## src/rtl/instr_fetch_unit_if.sv

```systemverilog
`default_nettype none
// +----------------------------------------------------------------------------
// | instr_fetch_unit_if
// | Fetch-stage bundle: control, memory read port, execute handshake, status.
// | Rev 1.0 - initial release
// +----------------------------------------------------------------------------
interface instr_fetch_unit_if;
  logic        run;
  logic [15:0] mem_addr;
  logic        mem_rd;
  logic [15:0] mem_data;
  logic        instr_valid;
  logic        instr_ready;
  logic [15:0] instr;
  logic [3:0]  instr_opcode;
  logic [11:0] instr_operand;
  logic [15:0] instr_pc;
  logic        redirect;
  logic [15:0] redirect_addr;
  logic [15:0] pc;
  logic        halted;
  logic        pc_wrap_err;

  modport master (
    input  run, mem_data, instr_ready, redirect, redirect_addr,
    output mem_addr, mem_rd, instr_valid, instr, instr_opcode, instr_operand,
           instr_pc, pc, halted, pc_wrap_err
  );

  modport slave (
    output run, mem_data, instr_ready, redirect, redirect_addr,
    input  mem_addr, mem_rd, instr_valid, instr, instr_opcode, instr_operand,
           instr_pc, pc, halted, pc_wrap_err
  );
endinterface
`default_nettype wire

```

## src/rtl/instr_fetch_unit.sv

```systemverilog
`default_nettype none
// +----------------------------------------------------------------------------
// | instr_fetch_unit
// | Fetch stage: PC-driven memory reads, one-cycle read latency, valid/ready
// | hand-off to execute, jump redirects and HALT. Optional macro
// | IFU_PC_WRAP_ERR_EN flags a PC wrap past 16'hFFFF and halts on it.
// | Rev 1.0 - initial release
// +----------------------------------------------------------------------------
module instr_fetch_unit #(
  parameter logic [15:0] RESET_PC    = 16'h0000,
  parameter logic [3:0]  HALT_OPCODE = 4'b0111
) (
  input  logic                  clk,
  input  logic                  reset,
  instr_fetch_unit_if.master    bus
);

  typedef enum logic [2:0] {
    S_IDLE   = 3'd0,
    S_ADDR   = 3'd1,
    S_WAIT   = 3'd2,
    S_HOLD   = 3'd3,
    S_HALTED = 3'd4
  } state_t;

`ifdef IFU_PC_WRAP_ERR_EN
  localparam logic c_WRAP_EN = 1'b1;
`else
  localparam logic c_WRAP_EN = 1'b0;
`endif

  state_t      r_state, w_state_nxt, w_resume;
  logic [15:0] r_pc, w_pc_nxt;
  logic [15:0] r_instr, w_instr_nxt;
  logic [15:0] r_instr_pc, w_instr_pc_nxt;
  logic        r_valid, w_valid_nxt;
  logic        r_wrap_err, w_wrap_err_nxt;
  logic        w_hs;

  assign w_hs     = r_valid & bus.instr_ready;
  assign w_resume = bus.run ? S_ADDR : S_IDLE;

  always_ff @(posedge clk or negedge reset) begin
    if (!reset) begin
      r_state    <= S_IDLE;
      r_pc       <= RESET_PC;
      r_instr    <= 16'h0000;
      r_instr_pc <= 16'h0000;
      r_valid    <= 1'b0;
      r_wrap_err <= 1'b0;
    end else begin
      r_state    <= w_state_nxt;
      r_pc       <= w_pc_nxt;
      r_instr    <= w_instr_nxt;
      r_instr_pc <= w_instr_pc_nxt;
      r_valid    <= w_valid_nxt;
      r_wrap_err <= w_wrap_err_nxt;
    end
  end

  always_comb begin
    w_state_nxt    = r_state;
    w_pc_nxt       = r_pc;
    w_instr_nxt    = r_instr;
    w_instr_pc_nxt = r_instr_pc;
    w_valid_nxt    = r_valid;
    w_wrap_err_nxt = r_wrap_err;
    case (r_state)
      S_IDLE: begin
        if (bus.redirect)
          w_pc_nxt = bus.redirect_addr;
        else if (bus.run)
          w_state_nxt = S_ADDR;
      end
      S_ADDR: begin
        if (bus.redirect) begin
          w_pc_nxt    = bus.redirect_addr;
          w_state_nxt = w_resume;
        end else begin
          w_state_nxt = S_WAIT;
        end
      end
      S_WAIT: begin
        // A redirect here drops the word the memory is returning this cycle.
        if (bus.redirect) begin
          w_pc_nxt    = bus.redirect_addr;
          w_state_nxt = w_resume;
        end else begin
          w_instr_nxt    = bus.mem_data;
          w_instr_pc_nxt = r_pc;
          w_pc_nxt       = r_pc + 16'd1;
          w_valid_nxt    = 1'b1;
          w_state_nxt    = S_HOLD;
          if (c_WRAP_EN && (r_pc == 16'hFFFF))
            w_wrap_err_nxt = 1'b1;
        end
      end
      S_HOLD: begin
        if (w_hs) begin
          w_valid_nxt = 1'b0;
          if (bus.redirect)
            w_pc_nxt = bus.redirect_addr;
          if ((r_instr[15:12] == HALT_OPCODE) || r_wrap_err)
            w_state_nxt = S_HALTED;
          else
            w_state_nxt = w_resume;
        end else if (bus.redirect) begin
          w_valid_nxt = 1'b0;
          w_pc_nxt    = bus.redirect_addr;
          w_state_nxt = w_resume;
        end
      end
      S_HALTED: begin
        w_state_nxt = S_HALTED;
      end
      default: begin
        w_state_nxt = S_IDLE;
      end
    endcase
  end

  assign bus.mem_addr      = r_pc;
  assign bus.pc            = r_pc;
  assign bus.mem_rd        = (r_state == S_ADDR);
  assign bus.instr_valid   = r_valid;
  assign bus.instr         = r_instr;
  assign bus.instr_opcode  = r_instr[15:12];
  assign bus.instr_operand = r_instr[11:0];
  assign bus.instr_pc      = r_instr_pc;
  assign bus.halted        = (r_state == S_HALTED);
  assign bus.pc_wrap_err   = r_wrap_err;

endmodule
`default_nettype wire

```

## src/flat_wrapper.sv

```systemverilog
// flat-port wrapper written by rule: the top's interface ports become plain ports
module instr_fetch_unit_flat 
#(
  parameter logic [15:0] RESET_PC    = 16'h0000,
  parameter logic [3:0]  HALT_OPCODE = 4'b0111
)
  (clk, reset, bus_run, bus_mem_data, bus_instr_ready, bus_redirect, bus_redirect_addr, bus_mem_addr, bus_mem_rd, bus_instr_valid, bus_instr, bus_instr_opcode, bus_instr_operand, bus_instr_pc, bus_pc, bus_halted, bus_pc_wrap_err);
  instr_fetch_unit_if bus_i ();
  input  logic clk;
  input  logic reset;
  input wire logic [$bits(bus_i.run)-1:0] bus_run;
  input wire logic [$bits(bus_i.mem_data)-1:0] bus_mem_data;
  input wire logic [$bits(bus_i.instr_ready)-1:0] bus_instr_ready;
  input wire logic [$bits(bus_i.redirect)-1:0] bus_redirect;
  input wire logic [$bits(bus_i.redirect_addr)-1:0] bus_redirect_addr;
  output wire logic [$bits(bus_i.mem_addr)-1:0] bus_mem_addr;
  output wire logic [$bits(bus_i.mem_rd)-1:0] bus_mem_rd;
  output wire logic [$bits(bus_i.instr_valid)-1:0] bus_instr_valid;
  output wire logic [$bits(bus_i.instr)-1:0] bus_instr;
  output wire logic [$bits(bus_i.instr_opcode)-1:0] bus_instr_opcode;
  output wire logic [$bits(bus_i.instr_operand)-1:0] bus_instr_operand;
  output wire logic [$bits(bus_i.instr_pc)-1:0] bus_instr_pc;
  output wire logic [$bits(bus_i.pc)-1:0] bus_pc;
  output wire logic [$bits(bus_i.halted)-1:0] bus_halted;
  output wire logic [$bits(bus_i.pc_wrap_err)-1:0] bus_pc_wrap_err;
  assign bus_i.run = bus_run;
  assign bus_i.mem_data = bus_mem_data;
  assign bus_i.instr_ready = bus_instr_ready;
  assign bus_i.redirect = bus_redirect;
  assign bus_i.redirect_addr = bus_redirect_addr;
  assign bus_mem_addr = bus_i.mem_addr;
  assign bus_mem_rd = bus_i.mem_rd;
  assign bus_instr_valid = bus_i.instr_valid;
  assign bus_instr = bus_i.instr;
  assign bus_instr_opcode = bus_i.instr_opcode;
  assign bus_instr_operand = bus_i.instr_operand;
  assign bus_instr_pc = bus_i.instr_pc;
  assign bus_pc = bus_i.pc;
  assign bus_halted = bus_i.halted;
  assign bus_pc_wrap_err = bus_i.pc_wrap_err;
  instr_fetch_unit #(.RESET_PC(RESET_PC), .HALT_OPCODE(HALT_OPCODE)) u_core (.clk(clk), .reset(reset), .bus(bus_i));
endmodule
```

## config.mk

```make
export PLATFORM = sky130hd
export DESIGN_NAME = instr_fetch_unit_flat
export DESIGN_NICKNAME = d
export VERILOG_FILES = /design/src/rtl/instr_fetch_unit_if.sv /design/src/rtl/instr_fetch_unit.sv /design/src/flat_wrapper.sv
export SDC_FILE = /design/constraint.sdc
export NUM_CORES = 1
export LEC_CHECK = 0
export BUFFER_PORTS_ARGS = -buffer_cell sky130_fd_sc_hd__buf_2
export CAP_MARGIN = 40
export CORE_MARGIN = 2
export CORE_UTILIZATION = 43
export CTS_CLUSTER_DIAMETER = 50
export DETAILED_ROUTE_END_ITERATION = 10
export GPL_TIMING_DRIVEN = 0
export HOLD_SLACK_MARGIN = 0.03
export PLACE_DENSITY = 0.76
export SLEW_MARGIN = 20
export SYNTH_ARGS = -nofsm -noshare
export SYNTH_HDL_FRONTEND = slang
export SYNTH_SLANG_ARGS = --single-unit
```

## constraint.sdc

```tcl
create_clock -name clk -period 1.4 [get_ports clk]
set_input_delay 0.07 -clock clk [delete_from_list [all_inputs] [get_ports clk]]
set_output_delay 0.07 -clock clk [all_outputs]
set_load 0.02 [all_outputs]
```

==> impl_results.md <==
* Crit path required time at around 1.6 ns
* Failing checks: setup timing
* Mapped Avg Cell Area at roughly 11 µm²
* DRT Wirelength at roughly 8 mm
* Fraction of layout cells with a size suffix above 1 at 0.622
* Max-cap violations at 0
* Clock buffer depth at 2
* Dpl cell area at 0.00358 mm²
* Actual slew at the worst max-slew pin at about 0.67 ns
* Clock slew at reported path FFs at about 0.1 ns
* Std cell rows at 29
* CTS Sinks at 52
* Min cycle time layout at between 1.5 and 2 ns
* FF-to-FF path depth at 5
* Setup Skew at 0.0106 ns
* Clk root buf: clkbuf_8
* TNS Setup at -4.76 ns
* R2R Setup Slk at -0.15 ns
* Status: finished with violations
* PwrDens at a little under 2000 mW/mm²
* Synthesis-stage register bit count at 52
* Maximum vdd ir drop at approximately 1.3 mV
* Worst r2r dst: u_core.bus.mem_addr[8]
* Post-synth top cells: 52 x dfrtp_1, 37 x buf_4, 28 x mux2_1
* Hold slack at 0.0295 ns
* Fmax at between 0.6 and 0.7 GHz
* Die Area at 0.00721 mm²
* Die H at about 85 µm
* Post-route ant nets at 0
* # nets final at 471
* Synth-to-Final Area Change at 54.2%
* Design area at roughly 0.0043 mm²
* Synth unique cells at 56
* Vias per inst at about 5.2
* Ys flop type: dfrtp_1
* Most frequent cell after synthesis: dfrtp_1
* Critical Path Sink: u_core.bus.mem_addr[8]
* Initial drt markers at between 150 and 200
* Top-Level Pins at 121
* Crit Path Category: flop to flop
* Worst-skew pair later-pin latency at about 0.30 ns
* Core region area at ~0.0063 mm²
* Min-delay src: bus_redirect_addr[15]
* Largest net degree at the start of global routing at 53
* Post-Syn Instances at 254
* Global route overflow at 0
* Syn nets at 292
* Starting density of the core at 0.444
* First-pass GRT wire length at ~13 mm
* GRT Util Overall at 0.219
* H-tree Lvls at 2
* Slew margin rel. at 0.554
* Final worst-path cycle share at 1.10
* 1st-pass router iterations at 4
* Slew Limit Fails at 0
* TritonCTS Buffers at 5
* Gp weighted congestion at around 0.86
* Post-synth top area share at 0.462
* Final Hold Fails at 0
* Final setup viols at 45
* DRC viols at 0
* Synth warn at 0
* CTS tree: yes
* Synth top area cells: dfrtp_1 46%, mux2_1 11%, buf_4 9.9%
* RSZ-0062 raised after global routing: true
* Crit path from: u_core.r_state[0]
* Crit Path Max Fanout at 4
* CP endpoint kind: flop
* Seq/Total Area, Yosys at 0.462
* Setup ws final at -0.146 ns
* Routed WL per cell at 15.7 µm
* Vias in the first global route at approximately 2,600
* ANT cells at 0
* Cell area after synthesis at around 0.0028 mm²
* Critical Path Start Type: flop
* DP HPWL at slightly above 5 mm
* P_leak at between 2 and 2.5 nW
* Die X at around 85 µm
* Number of port buffers at approximately 120
* R2R Path Start: u_core.r_state[0]
* Post-synth ARST share at 1.00
* Number of flops mapped to enable cells by yosys at 0
* Synth area leader: dfrtp_1
* Antenna violations before repair at 0
* Hold depth at 3
* DR vias at 2,668
* Worst EP arrival at between 1.5 and 2 ns
* Hold Path Class: primary input to flop
cell usage in the layout, fill, tap and decap left out, drive strengths merged, types with 3 or more instances in the layout:
cell,count
mux2i,4
a211oi,3
clkbuf,7
dlygate4sd3,21
o21ai,7
nor3,5
nor2,11
a21oi,13
nand4,6
nand2,12
inv,5
nand3,7
a31oi,3
o22ai,4
dfrtp,52
a311oi,4
buf,196
and3,6
mux2,32
layout make-up:
| class | instances | area (µm²) |
|---|---|---|
| Buffer | 45 | 367 |
| Tap cell | 77 | 96.3 |
| Multi-Input combinational cell | 152 | 1370 |
| Clock buffer | 7 | 86.3 |
| Sequential cell | 52 | 1320 |
| Timing Repair Buffer | 172 | 1080 |
| Fill cell | 499 | 2010 |
| Inverter | 5 | 18.8 |
| Clock inverter | 1 | 7.51 |
registers in the layout, indices dropped and copies added (netlist names):
signal	cells
u_core.r_state	3
u_core.bus.instr	16
u_core.bus.mem_addr	16
u_core.bus.instr_pc	16
u_core.bus.instr_valid	1
where the power goes:
group | total (mW) | leakage, nW | internal [mW] | switching, mW
registers | 2.62 | 0.603 | 2.11 | 0.504
logic | 4.85 | 1.45 | 2.33 | 2.52
clock network | 0.894 | 0.0445 | 0.403 | 0.491
metal layers:
layer  wire, µm  global-route usage  share of wire  up-vias
li1           -                   -              -     1249
met1       3380               0.287           0.42     1292
met2       4070               0.369           0.51      112
met3        462              0.0438          0.057       15
met4        125              0.0664          0.016        0
met5          0                   0              0        -
critical path: stages (launching register included):
cell and delay [ns]:
dfrtp_1 0.41, nor2b_4 0.21, o21ai_4 0.10, buf_4 0.15
or4_4 0.49, o211ai_1 0.11
worst min-delay path by stage:
| stage | endpoint | slack, ns |
|---|---|---|
| floorplan | u_core.bus.instr[0] | -0.23 |
| global placement | u_core.bus.instr[3] | 0.29 |
| detailed placement | u_core.bus.instr_pc[11] | 0.15 |
| CTS | u_core.bus.mem_addr[15] | 0.03 |
| global route | u_core.bus.mem_addr[15] | 0.03 |
| finish | u_core.bus.mem_addr[15] | 0.03 |
kinds of logic (layout without fill, tap and decap cells):
logic type / Yosys count / in the layout / share of synthesized area
buffers and inverters: 50 / 230 / 0.126
muxes: 36 / 36 / 0.142
adders and majority gates: 1 / 1 / 0.00444
other: 1 / 1 / 0.00133
AOI/OAI and AO/OA: 51 / 51 / 0.131
DFF: 52 / 52 / 0.462
and+or+nand+nor: 63 / 63 / 0.132
metrics by stage:
stage,setup slack (ns),power (mW),util,instances
after floorplan,-0.0741,5.38,-,254
after detailed placement,-0.324,6.69,0.564,450
after global routing,-0.218,8.85,0.684,511
after global placement,-0.315,6.57,0.564,450
final,-0.146,8.36,0.684,511
after CTS,-0.135,7.95,0.654,504
timing repair:
action / in CTS / in global routing
endpoints found under the hold margin: 71 / 1
hold buffers: 20 / 1
pin swaps: 8 / 10
resized for setup: 24 / 35
buffers inserted: 23 / 5
cloned: 3 / 1
endpoints found under the setup margin: 49 / 50
(Power assumes the default switching activity.)
